## config.mk

```make
export PLATFORM = sky130hd
export DESIGN_NAME = scan_display_ctrl_flat
export DESIGN_NICKNAME = d
export VERILOG_FILES = /design/src/rtl/scan_display_ctrl_if.sv /design/src/rtl/scan_display_ctrl.sv /design/src/flat_wrapper.sv
export SDC_FILE = /design/constraint.sdc
export NUM_CORES = 1
export LEC_CHECK = 0
export CAP_MARGIN = 20
export CORE_MARGIN = 2
export CORE_UTILIZATION = 55
export CTS_CLUSTER_DIAMETER = 100
export DETAILED_ROUTE_END_ITERATION = 8
export PLACE_DENSITY = 0.89
export SYNTH_ARGS = -nofsm -noshare
export SYNTH_HDL_FRONTEND = slang
export SYNTH_SLANG_ARGS = --single-unit
```

## constraint.sdc

```tcl
create_clock -name CLOCK -period 2.53 [get_ports CLOCK]
set_input_delay 0.506 -clock CLOCK [delete_from_list [all_inputs] [get_ports CLOCK]]
set_output_delay 0.506 -clock CLOCK [all_outputs]
set_load 0.01 [all_outputs]
```

## src/rtl/scan_display_ctrl_if.sv

```systemverilog
// Port bundle of the display controller: value/control from game logic in, anode/segment drive out.
// Decimal-point signals exist only when SCAN_DISPLAY_DP_EN is defined.
interface scan_display_ctrl_if #(
   parameter int NUM_DIGITS = 4,
   parameter int VALUE_W    = 14
);
   logic [VALUE_W-1:0]    VALUE;
   logic                  LOAD;
   logic [NUM_DIGITS-1:0] BLINK_MASK;
   logic                  BLINK_TICK;
   logic                  BLANK_LZ;
   logic                  BUSY;
   logic                  OVERFLOW;
   logic [6:0]            seg;
   logic [NUM_DIGITS-1:0] an;
`ifdef SCAN_DISPLAY_DP_EN
   logic [NUM_DIGITS-1:0] DP_MASK;
   logic                  dp;

   modport master (output VALUE, LOAD, BLINK_MASK, BLINK_TICK, BLANK_LZ, DP_MASK,
                   input  BUSY, OVERFLOW, seg, an, dp);
   modport slave  (input  VALUE, LOAD, BLINK_MASK, BLINK_TICK, BLANK_LZ, DP_MASK,
                   output BUSY, OVERFLOW, seg, an, dp);
`else
   modport master (output VALUE, LOAD, BLINK_MASK, BLINK_TICK, BLANK_LZ,
                   input  BUSY, OVERFLOW, seg, an);
   modport slave  (input  VALUE, LOAD, BLINK_MASK, BLINK_TICK, BLANK_LZ,
                   output BUSY, OVERFLOW, seg, an);
`endif
endinterface

```

## src/rtl/scan_display_ctrl.sv

```systemverilog
// N-digit 7-segment scanner with double-dabble BCD conversion; BUSY for VALUE_W+1 cycles, LOAD while BUSY is dropped.
// an/seg registered one cycle after the scan index; SCAN_DISPLAY_DP_EN adds the decimal-point path.
module scan_display_ctrl #(
   parameter int NUM_DIGITS  = 4,
   parameter int VALUE_W     = 14,
   parameter int REFRESH_DIV = 1
) (
   input logic                CLOCK,
   input logic                RESET,
   scan_display_ctrl_if.slave bus
);
   localparam int BCD_W  = NUM_DIGITS * 4;
   localparam int ITER_W = $clog2(VALUE_W + 1);
   localparam int CNT_W  = (REFRESH_DIV > 1) ? $clog2(REFRESH_DIV) : 1;
   localparam int IDX_W  = (NUM_DIGITS > 1) ? $clog2(NUM_DIGITS) : 1;

   function automatic logic [63:0] max_disp(input int n);
      logic [63:0] p;
      p = 64'd1;
      for (int k = 0; k < n; k++) p = p * 64'd10;
      return p - 64'd1;
   endfunction

   localparam logic [63:0] MAX_VAL = max_disp(NUM_DIGITS);

   function automatic logic [6:0] seg_code(input logic [3:0] d);
      case (d)
         4'd0:    return 7'b1000000;
         4'd1:    return 7'b1111001;
         4'd2:    return 7'b0100100;
         4'd3:    return 7'b0110000;
         4'd4:    return 7'b0011001;
         4'd5:    return 7'b0010010;
         4'd6:    return 7'b0000010;
         4'd7:    return 7'b1111000;
         4'd8:    return 7'b0000000;
         4'd9:    return 7'b0010000;
         default: return 7'b1111111;
      endcase
   endfunction

   typedef enum logic [1:0] {IDLE, SHIFT, DONE} state_t;

   state_t                state_q, state_d;
   logic [VALUE_W-1:0]    bin_q;
   logic [BCD_W-1:0]      bcd_q, bcd_adj, disp_q;
   logic [ITER_W-1:0]     iter_q;
   logic                  ovf_q, ovf_disp_q, phase_q;
   logic [CNT_W-1:0]      ref_cnt_q;
   logic [IDX_W-1:0]      idx_q;
   logic [NUM_DIGITS-1:0] upper_zero, an_d;
   logic [6:0]            seg_d;
   logic [3:0]            nib;
   logic                  dark, zacc;

   always_ff @(posedge CLOCK) begin
      if (RESET) state_q <= IDLE;
      else       state_q <= state_d;
   end

   always_comb begin
      state_d = state_q;
      case (state_q)
         IDLE:    if (bus.LOAD) state_d = SHIFT;
         SHIFT:   if (iter_q == ITER_W'(1)) state_d = DONE;
         DONE:    state_d = IDLE;
         default: state_d = IDLE;
      endcase
   end

   always_comb begin
      bcd_adj = bcd_q;
      for (int k = 0; k < NUM_DIGITS; k++)
         if (bcd_q[4*k +: 4] >= 4'd5) bcd_adj[4*k +: 4] = bcd_q[4*k +: 4] + 4'd3;
   end

   // disp_q is only written in DONE, so partial BCD never reaches the display
   always_ff @(posedge CLOCK) begin
      if (RESET) begin
         bin_q      <= '0;
         bcd_q      <= '0;
         iter_q     <= '0;
         ovf_q      <= 1'b0;
         disp_q     <= '0;
         ovf_disp_q <= 1'b0;
      end else begin
         case (state_q)
            IDLE: if (bus.LOAD) begin
               bin_q  <= bus.VALUE;
               bcd_q  <= '0;
               iter_q <= ITER_W'(VALUE_W);
               ovf_q  <= (64'(bus.VALUE) > MAX_VAL);
            end
            SHIFT: begin
               {bcd_q, bin_q} <= {bcd_adj[BCD_W-2:0], bin_q, 1'b0};
               iter_q         <= iter_q - ITER_W'(1);
            end
            DONE: begin
               disp_q     <= bcd_q;
               ovf_disp_q <= ovf_q;
            end
            default: ;
         endcase
      end
   end

   assign bus.BUSY     = (state_q != IDLE);
   assign bus.OVERFLOW = ovf_disp_q;

   always_ff @(posedge CLOCK) begin
      if (RESET) begin
         ref_cnt_q <= '0;
         idx_q     <= '0;
         phase_q   <= 1'b1;
      end else begin
         phase_q <= phase_q ^ bus.BLINK_TICK;
         if (ref_cnt_q == CNT_W'(REFRESH_DIV - 1)) begin
            ref_cnt_q <= '0;
            idx_q     <= (idx_q == IDX_W'(NUM_DIGITS - 1)) ? '0 : idx_q + IDX_W'(1);
         end else begin
            ref_cnt_q <= ref_cnt_q + CNT_W'(1);
         end
      end
   end

   // upper_zero[i]: digits i..NUM_DIGITS-1 are all zero
   always_comb begin
      upper_zero = '0;
      zacc       = 1'b1;
      for (int i = NUM_DIGITS - 1; i >= 0; i--) begin
         zacc          = zacc & (disp_q[4*i +: 4] == 4'd0);
         upper_zero[i] = zacc;
      end
   end

   always_comb begin
      nib   = disp_q[idx_q*4 +: 4];
      dark  = (bus.BLINK_MASK[idx_q] & ~phase_q) |
              (~ovf_disp_q & bus.BLANK_LZ & (idx_q != '0) & upper_zero[idx_q]);
      seg_d = ovf_disp_q ? 7'b0111111 : seg_code(nib);
      an_d  = ~(NUM_DIGITS'(1) << idx_q);
      if (dark) begin
         seg_d = 7'b1111111;
         an_d  = '1;
      end
   end

   always_ff @(posedge CLOCK) begin
      if (RESET) begin
         bus.an  <= '1;
         bus.seg <= 7'b1111111;
      end else begin
         bus.an  <= an_d;
         bus.seg <= seg_d;
      end
   end

`ifdef SCAN_DISPLAY_DP_EN
   always_ff @(posedge CLOCK) begin
      if (RESET) bus.dp <= 1'b1;
      else       bus.dp <= dark | ~bus.DP_MASK[idx_q];
   end
`endif

endmodule

```

## src/flat_wrapper.sv

```systemverilog
// flat-port wrapper written by rule: the top's interface ports become plain ports
module scan_display_ctrl_flat 
#(
   parameter int NUM_DIGITS  = 4,
   parameter int VALUE_W     = 14,
   parameter int REFRESH_DIV = 1
)
  (CLOCK, RESET, bus_VALUE, bus_LOAD, bus_BLINK_MASK, bus_BLINK_TICK, bus_BLANK_LZ, bus_BUSY, bus_OVERFLOW, bus_seg, bus_an);
  scan_display_ctrl_if #(.NUM_DIGITS(NUM_DIGITS), .VALUE_W(VALUE_W)) bus_i ();
  input logic CLOCK;
  input logic RESET;
  input wire logic [$bits(bus_i.VALUE)-1:0] bus_VALUE;
  input wire logic [$bits(bus_i.LOAD)-1:0] bus_LOAD;
  input wire logic [$bits(bus_i.BLINK_MASK)-1:0] bus_BLINK_MASK;
  input wire logic [$bits(bus_i.BLINK_TICK)-1:0] bus_BLINK_TICK;
  input wire logic [$bits(bus_i.BLANK_LZ)-1:0] bus_BLANK_LZ;
  output wire logic [$bits(bus_i.BUSY)-1:0] bus_BUSY;
  output wire logic [$bits(bus_i.OVERFLOW)-1:0] bus_OVERFLOW;
  output wire logic [$bits(bus_i.seg)-1:0] bus_seg;
  output wire logic [$bits(bus_i.an)-1:0] bus_an;
  assign bus_i.VALUE = bus_VALUE;
  assign bus_i.LOAD = bus_LOAD;
  assign bus_i.BLINK_MASK = bus_BLINK_MASK;
  assign bus_i.BLINK_TICK = bus_BLINK_TICK;
  assign bus_i.BLANK_LZ = bus_BLANK_LZ;
  assign bus_BUSY = bus_i.BUSY;
  assign bus_OVERFLOW = bus_i.OVERFLOW;
  assign bus_seg = bus_i.seg;
  assign bus_an = bus_i.an;
  scan_display_ctrl #(.NUM_DIGITS(NUM_DIGITS), .VALUE_W(VALUE_W), .REFRESH_DIV(REFRESH_DIV)) u_core (.CLOCK(CLOCK), .RESET(RESET), .bus(bus_i));
endmodule
```

==> summary by stage, run 1 <==
Worst setup path
The required arrival time at the worst endpoint is 2.75 ns. The element type at the critical path end is a flop. Walking the worst path, the cells encountered are mux4_1, a21boi_1, or4b_1. The number of buffers and inverters on the critical path is 0. The top fanout value on the critical path is 10. The critical path starts at u_core.idx_q[0].

By startpoint and endpoint, the worst setup path is classified as reg2reg. The cell class contributing the biggest share of worst-path delay is multiplexers. For this run, the slowest stage of the critical path takes 0.76 ns. The worst setup path is launched from a flop. The slowest stage of the critical path belongs to the cell sky130_fd_sc_hd__mux4_1. At the worst endpoint, the arrival time is between 2 and 2.5 ns.

The critical register-to-register path startpoint is u_core.idx_q[0].

Finish
The number of antenna diodes is 0. The signed area change from the synthesized netlist to the final layout is 20.13%. The number of filler instances in the final layout is 439. In the final design database the tool counted roughly 440 nets.

Of the cells placed in the final design, the portion with a size suffix greater than 1 is 0.07750.

Power
In this run the static leakage power is around 1.5 nW. The completed layout was analyzed and its total power is 2.480 mW. The worst supply voltage drop on vdd is 0.5643 mV.

The ratio of total power to cell area is 652.4 nW/µm².

Clocking
After clock tree synthesis, the setup repair step added 0 buffers. The total CTS buffers is 9. The H-tree was split into 3 levels. TritonCTS built the clock tree. In this run the deepest clock path goes through 2 buffers. After clock tree synthesis, the clock-pin slew on the worst setup and hold paths is 0.07 ns. The number of gates resized after CTS was 0. Clock latency on the worst-skew pair, taken at its later pin, is 0.34 ns. The tree is rooted in a sky130_fd_sc_hd__clkbuf_8. The clock drives 69 sinks. The quantity of hold-fixing buffers added after cts is 0.

Yosys
Of the post-synthesis cell area, the dominant cell type holds 0.4365. The commonest cells after synthesis are 69 x sky130_fd_sc_hd__dfxtp_1, 66 x sky130_fd_sc_hd__nand2_1, 37 x sky130_fd_sc_hd__a21oi_1, 24 x sky130_fd_sc_hd__nor2_1. The post-synthesis xor/xnor area fraction is 0.02491. The cell count after synthesis is between 300 and 400.

The total standard cell area after synthesis is 3164 µm². The synthesized area per cell is ~8.8 µm². The combinational family with the most area after synthesis is compound AO/OA/AOI/OAI gates.

For this run, the leading register cell type out of synthesis is sky130_fd_sc_hd__dfxtp_1. The share of flip-flops with an asynchronous set or reset is 0. Counting flops and latches in the post-synthesis netlist gives 69. The area fraction in compound gates after synthesis is 0.1835.

The post-synthesis sequential area ratio is 0.4365. Of the total synthesized cell area, the portion taken by AND, OR, NAND and NOR gates is 0.1767. The most common cell in the synthesized netlist is sky130_fd_sc_hd__dfxtp_1. In this run, distinct cell masters in the synthesized netlist total 45. After synthesis, the cell types taking the most area are sky130_fd_sc_hd__dfxtp_1 44%, sky130_fd_sc_hd__nand2_1 7.8%, sky130_fd_sc_hd__ha_1 7.5%, sky130_fd_sc_hd__a21oi_1 5.9%, sky130_fd_sc_hd__a22oi_1 4.5%. The number of enable flip-flop cells after synthesis is 0. Measured against the total synthesized area, the mux share comes to 0.05654.

The area share of fa/ha/maj cells after synthesis is 0.07513. During synthesis, Yosys emitted a total of 0 warnings. The number of nets handed over by synthesis was 403. Summed over all instances, the cell type with the most area after synthesis is sky130_fd_sc_hd__dfxtp_1.

Die
36 I/O pins were placed. The standard-cell row count is 27. The effective utilization at floorplan is 0.5711. The y dimension of the die is 79.85 µm.

The die is 79.85 µm wide. The total area inside the core boundary comes to between 5000 and 6000 µm². The die area is 6376 µm².

STA
The transition time at the pin with the least slew margin is 0.6055 ns. The worst path in the final design needs a cycle of about 2.2 ns, including I/O delays and setup. On the final layout, the worst clock skew is 0.007570 ns. The final number of setup-violating endpoints is 0. For this run, the top clock speed supported by timing is 0.4604 GHz. The worst slew slack as a fraction of its limit is 0.5963. In the final timing run, aggregate negative setup slack is 0 ns. In the finished design, the share of the clock period the worst path needs comes to 0.8585.

The final max-slew violation count is 0. Setup repair after global routing left no endpoint under its margin. The number of hold-slack violations in the final timing report is 0.

Detailed routing
The initial DRC count is 98. The iteration count of the initial detailed-routing pass is 4. The via count normalized by instance count is about 5.7. The DRC violation count after routing is 0. The via total after detailed routing is 2676.

Wires add up to 6656 µm. Dividing the detail-routed wire length by the instance count gives 14.10 µm. In this run the remaining antenna-violating nets after routing total 0.

Global routing
The wire length of the first global-routing pass is approximately 11000 µm. The number of antenna violations at the first check in global routing is 0. Summed over all layers, the global routing overflow is 0. The via count of the first global-routing pass is 2612. The met3 global-route usage is 0.07466. The met1 global-route usage is 0.2568.

The highest-utilization routing layer at the global route stage is met2. For this run, the total global-route usage over all layers was measured as 0.2263. In the global route stage, met2 resource usage came out at 0.4143. The largest net degree at the start of global routing is 30.

Worst hold path
The startpoint of the tightest hold check path is u_core.bin_q[4]. The classification of the worst-slack hold path is reg2reg.

Place
At the end of routability-driven placement, the weighted congestion stood at roughly 0.84. Detailed placement finished with a half-perimeter wire length of about 4700 µm. Port buffering added 35 buffers.

Flow run
Max-cap violations in this run came to 0.

Outcome
The flow ran to the end, and the final reports show no timing, DRC or antenna violations.
-- logic make-up after synthesis --
group	Yosys count
AND/OR/NAND/NOR	125
other	1
multiplexers	12
XOR/XNOR	9
adder cells (fa/ha/maj)	19
AO/OA/AOI/OAI	90
buffers and inverters	36
flip-flops	69
-- worst register-to-register path: cells and delay by family (launching register included) --
kind | cells | cell delay [ns]
mux | 1 | 0.76
simple gates | 1 | 0.51
flops | 1 | 0.57
compound gates | 1 | 0.21
-- placed cells by master, fill, tap and decap left out, drive strengths merged, types with 3 or more instances in the layout --
cell,synthesis,layout
buf,3,9
nor3,10,10
mux4,4,4
xnor2,7,7
nor4,3,3
a21o,3,3
nand3,6,6
clkbuf,17,12
mux2i,7,7
a22oi,19,19
nand2b,7,7
nor2b,3,3
nand2,66,66
o21ai,14,14
clkdlybuf4s50,0,34
a21oi,37,37
inv,16,16
ha,19,19
nor2,24,24
dfxtp,69,69
-- power breakdown --
group          switching [mW]  total (mW)  internal (mW)
sequential             0.0370        1.18           1.14
combinational           0.156       0.296          0.140
clock                   0.400        1.01          0.606
total                   0.593        2.48           1.89
-- stage by stage --
stage	util	hold WS, ns	setup WS [ns]	cells	instance area [µm²]
after floorplan	-	0.4154	0.3679	361	3164
after global placement	0.6454	0.4270	0.1583	456	3576
after detailed placement	0.6454	0.4346	0.09740	456	3576
after CTS	0.6861	0.4452	0.3618	472	3801
after global routing	0.6861	0.4729	0.2871	472	3801
final	0.6861	0.4462	0.3579	472	3801
-- path summary, 6_finish.rpt --
path	endpoint	slack, ns	cells after the start
max reg2reg	u_core.bus.seg[1]	0.36	3
max	u_core.bus.seg[1]	0.36	3
min	u_core.bin_q[5]	0.45	2
min reg2reg	u_core.bin_q[5]	0.45	2
-- routing by layer --
metal	share of wire	up-vias
met5	0	-
met4	0.0080	0
met3	0.056	6
met2	0.52	76
met1	0.42	1275
li1	-	1319
-- state kept, by name, summed over array words and instances, names as in the netlist, 2 cells and up --
| register | flops |
|---|---|
| u_core.bus.seg | 7 |
| u_core.bcd_q | 16 |
| u_core.bin_q | 14 |
| u_core.bus.an | 4 |
| u_core.idx_q | 2 |
| u_core.iter_q | 4 |
| u_core.disp_q | 16 |
| u_core.state_q | 2 |
-- final cells by class --
cell class,count,area (µm²),area share
Sequential cell,69,1381,0.3634
Clock inverter,4,70.07,0.01843
Multi-Input combinational cell,256,1639,0.4312
Tap cell,72,90.09,0.02370
Inverter,16,60.06,0.01580
Timing Repair Buffer,43,405.4,0.1066
Clock buffer,12,155.1,0.04082
Power figures use the tool's default switching activity.
==> run 2, diff against run 1 <==
--- a/config.mk
+++ b/config.mk
@@ -10,7 +10,9 @@
 export CORE_UTILIZATION = 55
 export CTS_CLUSTER_DIAMETER = 100
 export DETAILED_ROUTE_END_ITERATION = 8
+export GPL_TIMING_DRIVEN = 0
 export PLACE_DENSITY = 0.89
+export SKIP_LAST_GASP = 1
 export SYNTH_ARGS = -nofsm -noshare
 export SYNTH_HDL_FRONTEND = slang
 export SYNTH_SLANG_ARGS = --single-unit
==> summary by stage, run 2 (synthesis gave the netlist of run 1 again) <==
Outcome
The flow ran to the end, and the final reports show no timing, DRC or antenna violations.

Global routing
The global-route total usage across every layer is 0.2287 (+0.002433). The number of antenna violations at the first check in global routing was 0 (unchanged). The via count of the first global-routing pass came to 2598 (-0.54%). The total grt overflow is 0 (unchanged). The largest net degree at the start of global routing is 12 (-60%).

The wire length of the first global-routing pass is 11260 µm (-1.3%).

STA
The number of hold-slack violations in the final timing report was 0 (unchanged). Setup repair after global routing left no endpoint under its margin. The maximum achievable frequency is 0.4245 GHz (-7.8%). The final max-slew violation count is 0 (unchanged).

The transition time at the pin with the least slew margin is 0.7696 ns (+0.1640 ns). The final number of setup-violating endpoints is 0 (unchanged). The share of the cycle needed by the critical path after routing came to 0.9311 (+0.07252). The final setup skew was 0.005348 ns (-0.002222 ns). The worst slew slack as a fraction of its limit came to 0.4830 (-0.1133). The final critical path time including I/O delays and setup is 2.356 ns (+0.1835 ns).

Place
The final weighted congestion in routability-driven placement is 0.8313 (-0.89%). The number of port buffers is 34 (-2.9%). The placed instance area was 3595 µm² (+0.52%).

The placed wire-length estimate after detailed placement is 5123 µm (+10%).

Finish
The number of antenna diodes is 0 (unchanged). The net count reported at finish is 448 (+2.5%). Compared with the post-synthesis result, the final layout area differs by 19.53%. In the layout the commonest cells are 69 x sky130_fd_sc_hd__dfxtp_1, 66 x sky130_fd_sc_hd__nand2_1, 37 x sky130_fd_sc_hd__a21oi_1. The share of post-route cells with drive strength above 1 is 0.05839 (-0.01911).

In the final layout, the registers with the most flip-flops are u_core.bcd_q (16), u_core.disp_q (16), u_core.bin_q (14). Leaving out fill and tap cells, the most frequent cell in the layout is sky130_fd_sc_hd__dfxtp_1. The final instance area came to 3782 µm² (-0.49%).

Detailed routing
The iteration count of the initial detailed-routing pass was 5 (+1). The count of nets left with antenna violations after detail routing is 0 (unchanged). The average routed wire per standard cell came to 14.16 µm (+0.44%).

The via count normalized by instance count was 5.634 (-0.63%). The DRC violation count after routing was 0 (unchanged). The initial DRC count was 175 (+79%). The via total after detailed routing was 2721 (+1.7%). The aggregate routed wire length is 6841 µm (+2.8%).

Worst setup path
The element type at the critical path end is a flop. The sort of element at the start of the critical path is a flop. The required arrival time at the worst endpoint was 2.75 ns (about the same).

The data arrival at the endpoint of the critical path is 2.58 ns (+0.19 ns). The top fanout value on the critical path is 9 (-1). The worst setup path category is reg2reg.

The endpoint identified for the worst register-to-register timing path is u_core.bus.seg[1]. The worst-case reg-to-reg path depth is 7 (+4). The critical register-to-register path startpoint is u_core.idx_q[1]. The register-to-register setup slack was 0.17 ns (-0.18 ns).

Clocking
The H-tree level count is 3 (unchanged). The buffer cell driving the clock tree root is sky130_fd_sc_hd__clkbuf_8. The post-CTS setup repair buffer count is 0 (unchanged). The clock-pin slew on the worst setup and hold paths is 0.07 ns (about the same). The total CTS buffers came to 9 (unchanged). The number of clock sinks came to 69 (unchanged). The buffer levels on the longest clock path was 2 (unchanged). TritonCTS built the clock tree. The clock insertion delay at the later pin of the skew report came to 0.34 ns (about the same). The post-cts resize count is 0 (unchanged). The quantity of hold-fixing buffers added after cts is 0 (unchanged).

Worst hold path
In this run the worst hold path is classified as reg2reg. The path with the worst hold slack has its endpoint at u_core.bin_q[7]. The number of stages on the worst hold path is 2 (unchanged). The startpoint of the tightest hold check path is u_core.bin_q[6].

Die
The standard-cell row count is 27 (unchanged). The chip width is 79.85 µm (unchanged). The boundary pin count is 36 (unchanged). The y dimension of the die is 79.85 µm (unchanged). The effective utilization at floorplan is 0.5711 (unchanged).

The standard cell core area is 5540 µm² (unchanged). The die area was 6376 µm² (unchanged).

Power
The ratio of total power to cell area came to 611.1 nW/µm² (-6.3%). The total design power is 2.311 mW (-6.8%). The static leakage was 1.444 nW (-2.0%).

The worst supply voltage drop on vdd is 0.5103 mV (-9.6%).

Flow run
The max-capacitance violation count was 0 (unchanged).
[run 2: layout make-up]
type | count | area [µm²]
tap | 72 | 90.09
multi-input combinational | 256 | 1639
buffer | 20 | 83.83
timing repair buffer | 34 | 340.3
clock inverter | 3 | 18.77
sequential | 69 | 1381
clock buffer | 13 | 168.9
fill | 450 | 1758
inverter | 16 | 60.06
[run 2: through the flow]
stage,utilization,setup WS [ns],hold WS [ns],TNS (ns),std cells
after floorplan,-,0.3679,0.4154,0,361
after global placement,0.6488,0.02137,0.4281,0,467
after detailed placement,0.6488,-0.04238,0.4340,-0.1173,467
after CTS,0.6827,0.1646,0.4453,0,483
after global routing,0.6827,0.04684,0.4715,0,483
final,0.6827,0.1744,0.4452,0,483
[run 2: per-layer routing]
metal | global-route usage | part of all wire | vias to the layer above | wire length, µm
li1 | - | - | 1349 | -
met1 | 0.2511 | 0.42 | 1280 | 2899
met2 | 0.4008 | 0.50 | 80 | 3436
met3 | 0.07466 | 0.059 | 12 | 406
met4 | 0.1017 | 0.014 | 0 | 99
met5 | 0 | 0 | - | 0
[run 2: critical path, stage by stage, from the launching register on]
cell and delay, ns:
sky130_fd_sc_hd__dfxtp_1 0.36, sky130_fd_sc_hd__buf_2 0.26, sky130_fd_sc_hd__mux4_1 0.64, sky130_fd_sc_hd__inv_1 0.15, sky130_fd_sc_hd__ha_1 0.26, sky130_fd_sc_hd__inv_1 0.06, sky130_fd_sc_hd__nor2_1 0.04, sky130_fd_sc_hd__or4b_1 0.46
[run 2: worst max-delay path by stage]
stage,cells after the start,slack [ns],to,start
finish,7,0.17,u_core.bus.seg[1],u_core.idx_q[1]
global route,7,0.05,u_core.bus.seg[1],u_core.idx_q[1]
CTS,7,0.16,u_core.bus.seg[1],u_core.idx_q[1]
detailed placement,5,-0.04,u_core.bus.seg[1],bus_BLINK_MASK[3]
global placement,5,0.02,u_core.bus.seg[1],bus_BLINK_MASK[3]
floorplan,7,0.37,u_core.bus.seg[1],u_core.idx_q[1]
[run 2: power by group]
| part | leakage [nW] | internal [mW] | switching [mW] |
|---|---|---|---|
| Sequential | 0.563 | 1.14 | 0.0323 |
| Clock | 0.0994 | 0.435 | 0.400 |
| Combinational | 0.781 | 0.136 | 0.168 |
| Total | 1.44 | 1.71 | 0.600 |
==> variant (settings of run 2) <==
`NUM_DIGITS` is set to 4 in 3 places; all go to 2.
--- a/src/rtl/scan_display_ctrl_if.sv
+++ b/src/rtl/scan_display_ctrl_if.sv
@@ -3,3 +3,3 @@
 interface scan_display_ctrl_if #(
-   parameter int NUM_DIGITS = 4,
+   parameter int NUM_DIGITS = 2,
    parameter int VALUE_W    = 14
--- a/src/rtl/scan_display_ctrl.sv
+++ b/src/rtl/scan_display_ctrl.sv
@@ -3,3 +3,3 @@
 module scan_display_ctrl #(
-   parameter int NUM_DIGITS  = 4,
+   parameter int NUM_DIGITS  = 2,
    parameter int VALUE_W     = 14,
--- a/src/flat_wrapper.sv
+++ b/src/flat_wrapper.sv
@@ -3,3 +3,3 @@
 #(
-   parameter int NUM_DIGITS  = 4,
+   parameter int NUM_DIGITS  = 2,
    parameter int VALUE_W     = 14,
Ports: changed (resized bus_BLINK_MASK and bus_an); port bits go from 36 to 32. No check against the original RTL was run, so the function may have changed too.
==> variant against run 2 <==
Sequential cell count fell by 19. Design area decreased by 20%. Clock power down 48%. Sequential power fell by 25%. Setup slack gained 0.20 ns. Via count decreased by 18%. First-iteration DRC count is 14% higher. Critical path depth is 3 lower. Total power shrank 30%. Utilization down 0.13 points. Count of clock-buffer cells in the layout fell by 6. Wire length is 23% lower. Clock skew is 0.0011 ns lower. Synthesized area shrank 19%.
==> variant: results (changes against run 2) <==
| Metric | Value |
|---|---|
| Largest net degree at the start of global routing | `14 (+2)` |
| Post-Synthesis Cells | `320 (-11%)` |
| Layout cell share with drive strength beyond 1 | `8.101% (+2.3 points)` |
| Biggest regs | `u_core.bin_q x14, u_core.bcd_q x8, u_core.disp_q x8` |
| Top cells by count, synth | `55 x nor2_1, 50 x dfxtp_1, 37 x a21oi_1` |
| Drt initial violations | `200 (+14%)` |
| Max IR drop VDD | `0.2815 mV (-45%)` |
| GRT Util Overall | `22.03% (-0.84 points)` |
| First-pass GRT wire length | `9246 um (-18%)` |
| H-tree levels | `2 (-1)` |
| Worst hold slack | `0.4514 ns (+0.006219 ns)` |
| Net count after synthesis | `352 (-13%)` |
| CP max FO | `10 (+1)` |
| Setup WS pre-CTS | `0.5000 ns (+0.5424 ns)` |
| Clock Latency Late Sink | `0.30 ns (-0.04 ns)` |
| Met1 wire length | `2468 um (-15%)` |
| Status | `completed` |
| Leakage | `1.211 nW (-16%)` |
| Fin nets | `390 (-13%)` |
| Largest cells by area after synthesis | `dfxtp_1 39%, nor2_1 8.1%, a21oi_1 7.2%` |
| Port Buf Inserts | `31 (-8.8%)` |
| Hold Path Origin | `u_core.ovf_q$_SDFFE_PP0P_` |
| CP startpoint | `u_core.state_q[0]$_SDFFE_PP0P_` |
| WL met2 | `2521 um (-27%)` |
| Register area share after synthesis | `39.16% (-4.5 points)` |
| Max layer used | `met4` |
| DP HPWL | `3900 um (-24%)` |
| Crit path DAT | `1.65 ns (-0.93 ns)` |
| Clock skew | `0.004289 ns (-0.001059 ns)` |
| Layout Cells excl Fill | `410 (-15%)` |
| Distinct cells, synth | `44 (-2.2%)` |
| R2r setup slk | `0.58 ns (+0.41 ns)` |
| Cell Area, Placed | `2932 um^2 (-18%)` |
| DR WL met3 | `219 um (-46%)` |
| Vias in the first global route | `2145 (-17%)` |
| Reg2Reg Depth | `7 (unchanged)` |
| Relative slew slack | `65.27% (+17 points)` |
| DP Cell Count | `403 (-14%)` |
| Reg2Reg Launch Point | `u_core.idx_q$_SDFFE_PP0N_` |
| Met2 usage | `38.53% (-1.6 points)` |
| Grt met1 use | `27.21% (+2.1 points)` |
| M3 GR Usage | `4.028% (-3.4 points)` |
| Int Pwr | `1.180 mW (-31%)` |
| Via Count | `2240 (-18%)` |
| Total CTS buffers | `5 (-4)` |
| Peak per-stage delay on the critical path | `0.53 ns (-0.11 ns)` |
| Synthesized area | `2556 um^2 (-19%)` |
| Gpl congestion | `0.8335 (+0.26%)` |
| Most common cell after layout, fill and taps aside | `nor2_1` |
| Final WS setup | `0.3735 ns (+0.1991 ns)` |
| N_diodes | `0 (unchanged)` |
variant: cell count changes after synthesis, moves of 6 or more:
cell	run 2	this run
ha_1	19	11
clkbuf_1	17	3
a22oi_1	19	0
dfxtp_1	69	50
nand2_1	66	26
nor3_1	10	16
inv_1	16	10
nor2_1	24	55
nor2b_1	2	19
buf_2	1	10
variant: worst min-delay path, stage by stage, from the launching register on:
cell and delay (ns):
dfxtp_1 0.31, nand2_1 0.05, a21oi_1 0.05
variant: cells by family (layout without fill, tap and decap cells):
group	after synthesis	in the layout	share of synthesized area [%]
AOI/OAI and AO/OA	69	69	15.57
xor gates and xnor gates	7	7	2.398
adders and majority gates	11	11	5.384
buffers and inverters	28	66	5.629
DFF	50	50	39.16
muxes	6	6	2.350
other	1	1	0.1467
and+or+nand+nor	148	148	29.37
variant: final timing paths:
path	end
max	bus_BUSY
min	u_core.bus.OVERFLOW$_SDFFE_PP0N_
max reg2reg	u_core.bus.seg[5]$_SDFF_PP1_
min reg2reg	u_core.bus.OVERFLOW$_SDFFE_PP0N_
variant: power groups by stage:
stage               clock network (mW)  logic (mW)  registers, mW
floorplan                            0       0.187          0.893
global placement                     0       0.291          0.890
detailed placement                   0       0.299          0.893
CTS                              0.443       0.300          0.875
global route                     0.476       0.335          0.881
finish                           0.435       0.300          0.875
variant: area by class of cell:
cell class | count | area [um^2]
Multi-Input combinational cell | 242 | 1411
Fill cell | 366 | 1406
Sequential cell | 50 | 1001
Timing Repair Buffer | 31 | 310.3
Buffer | 18 | 106.4
Clock buffer | 7 | 76.32
Tap cell | 52 | 65.06
Inverter | 10 | 37.54
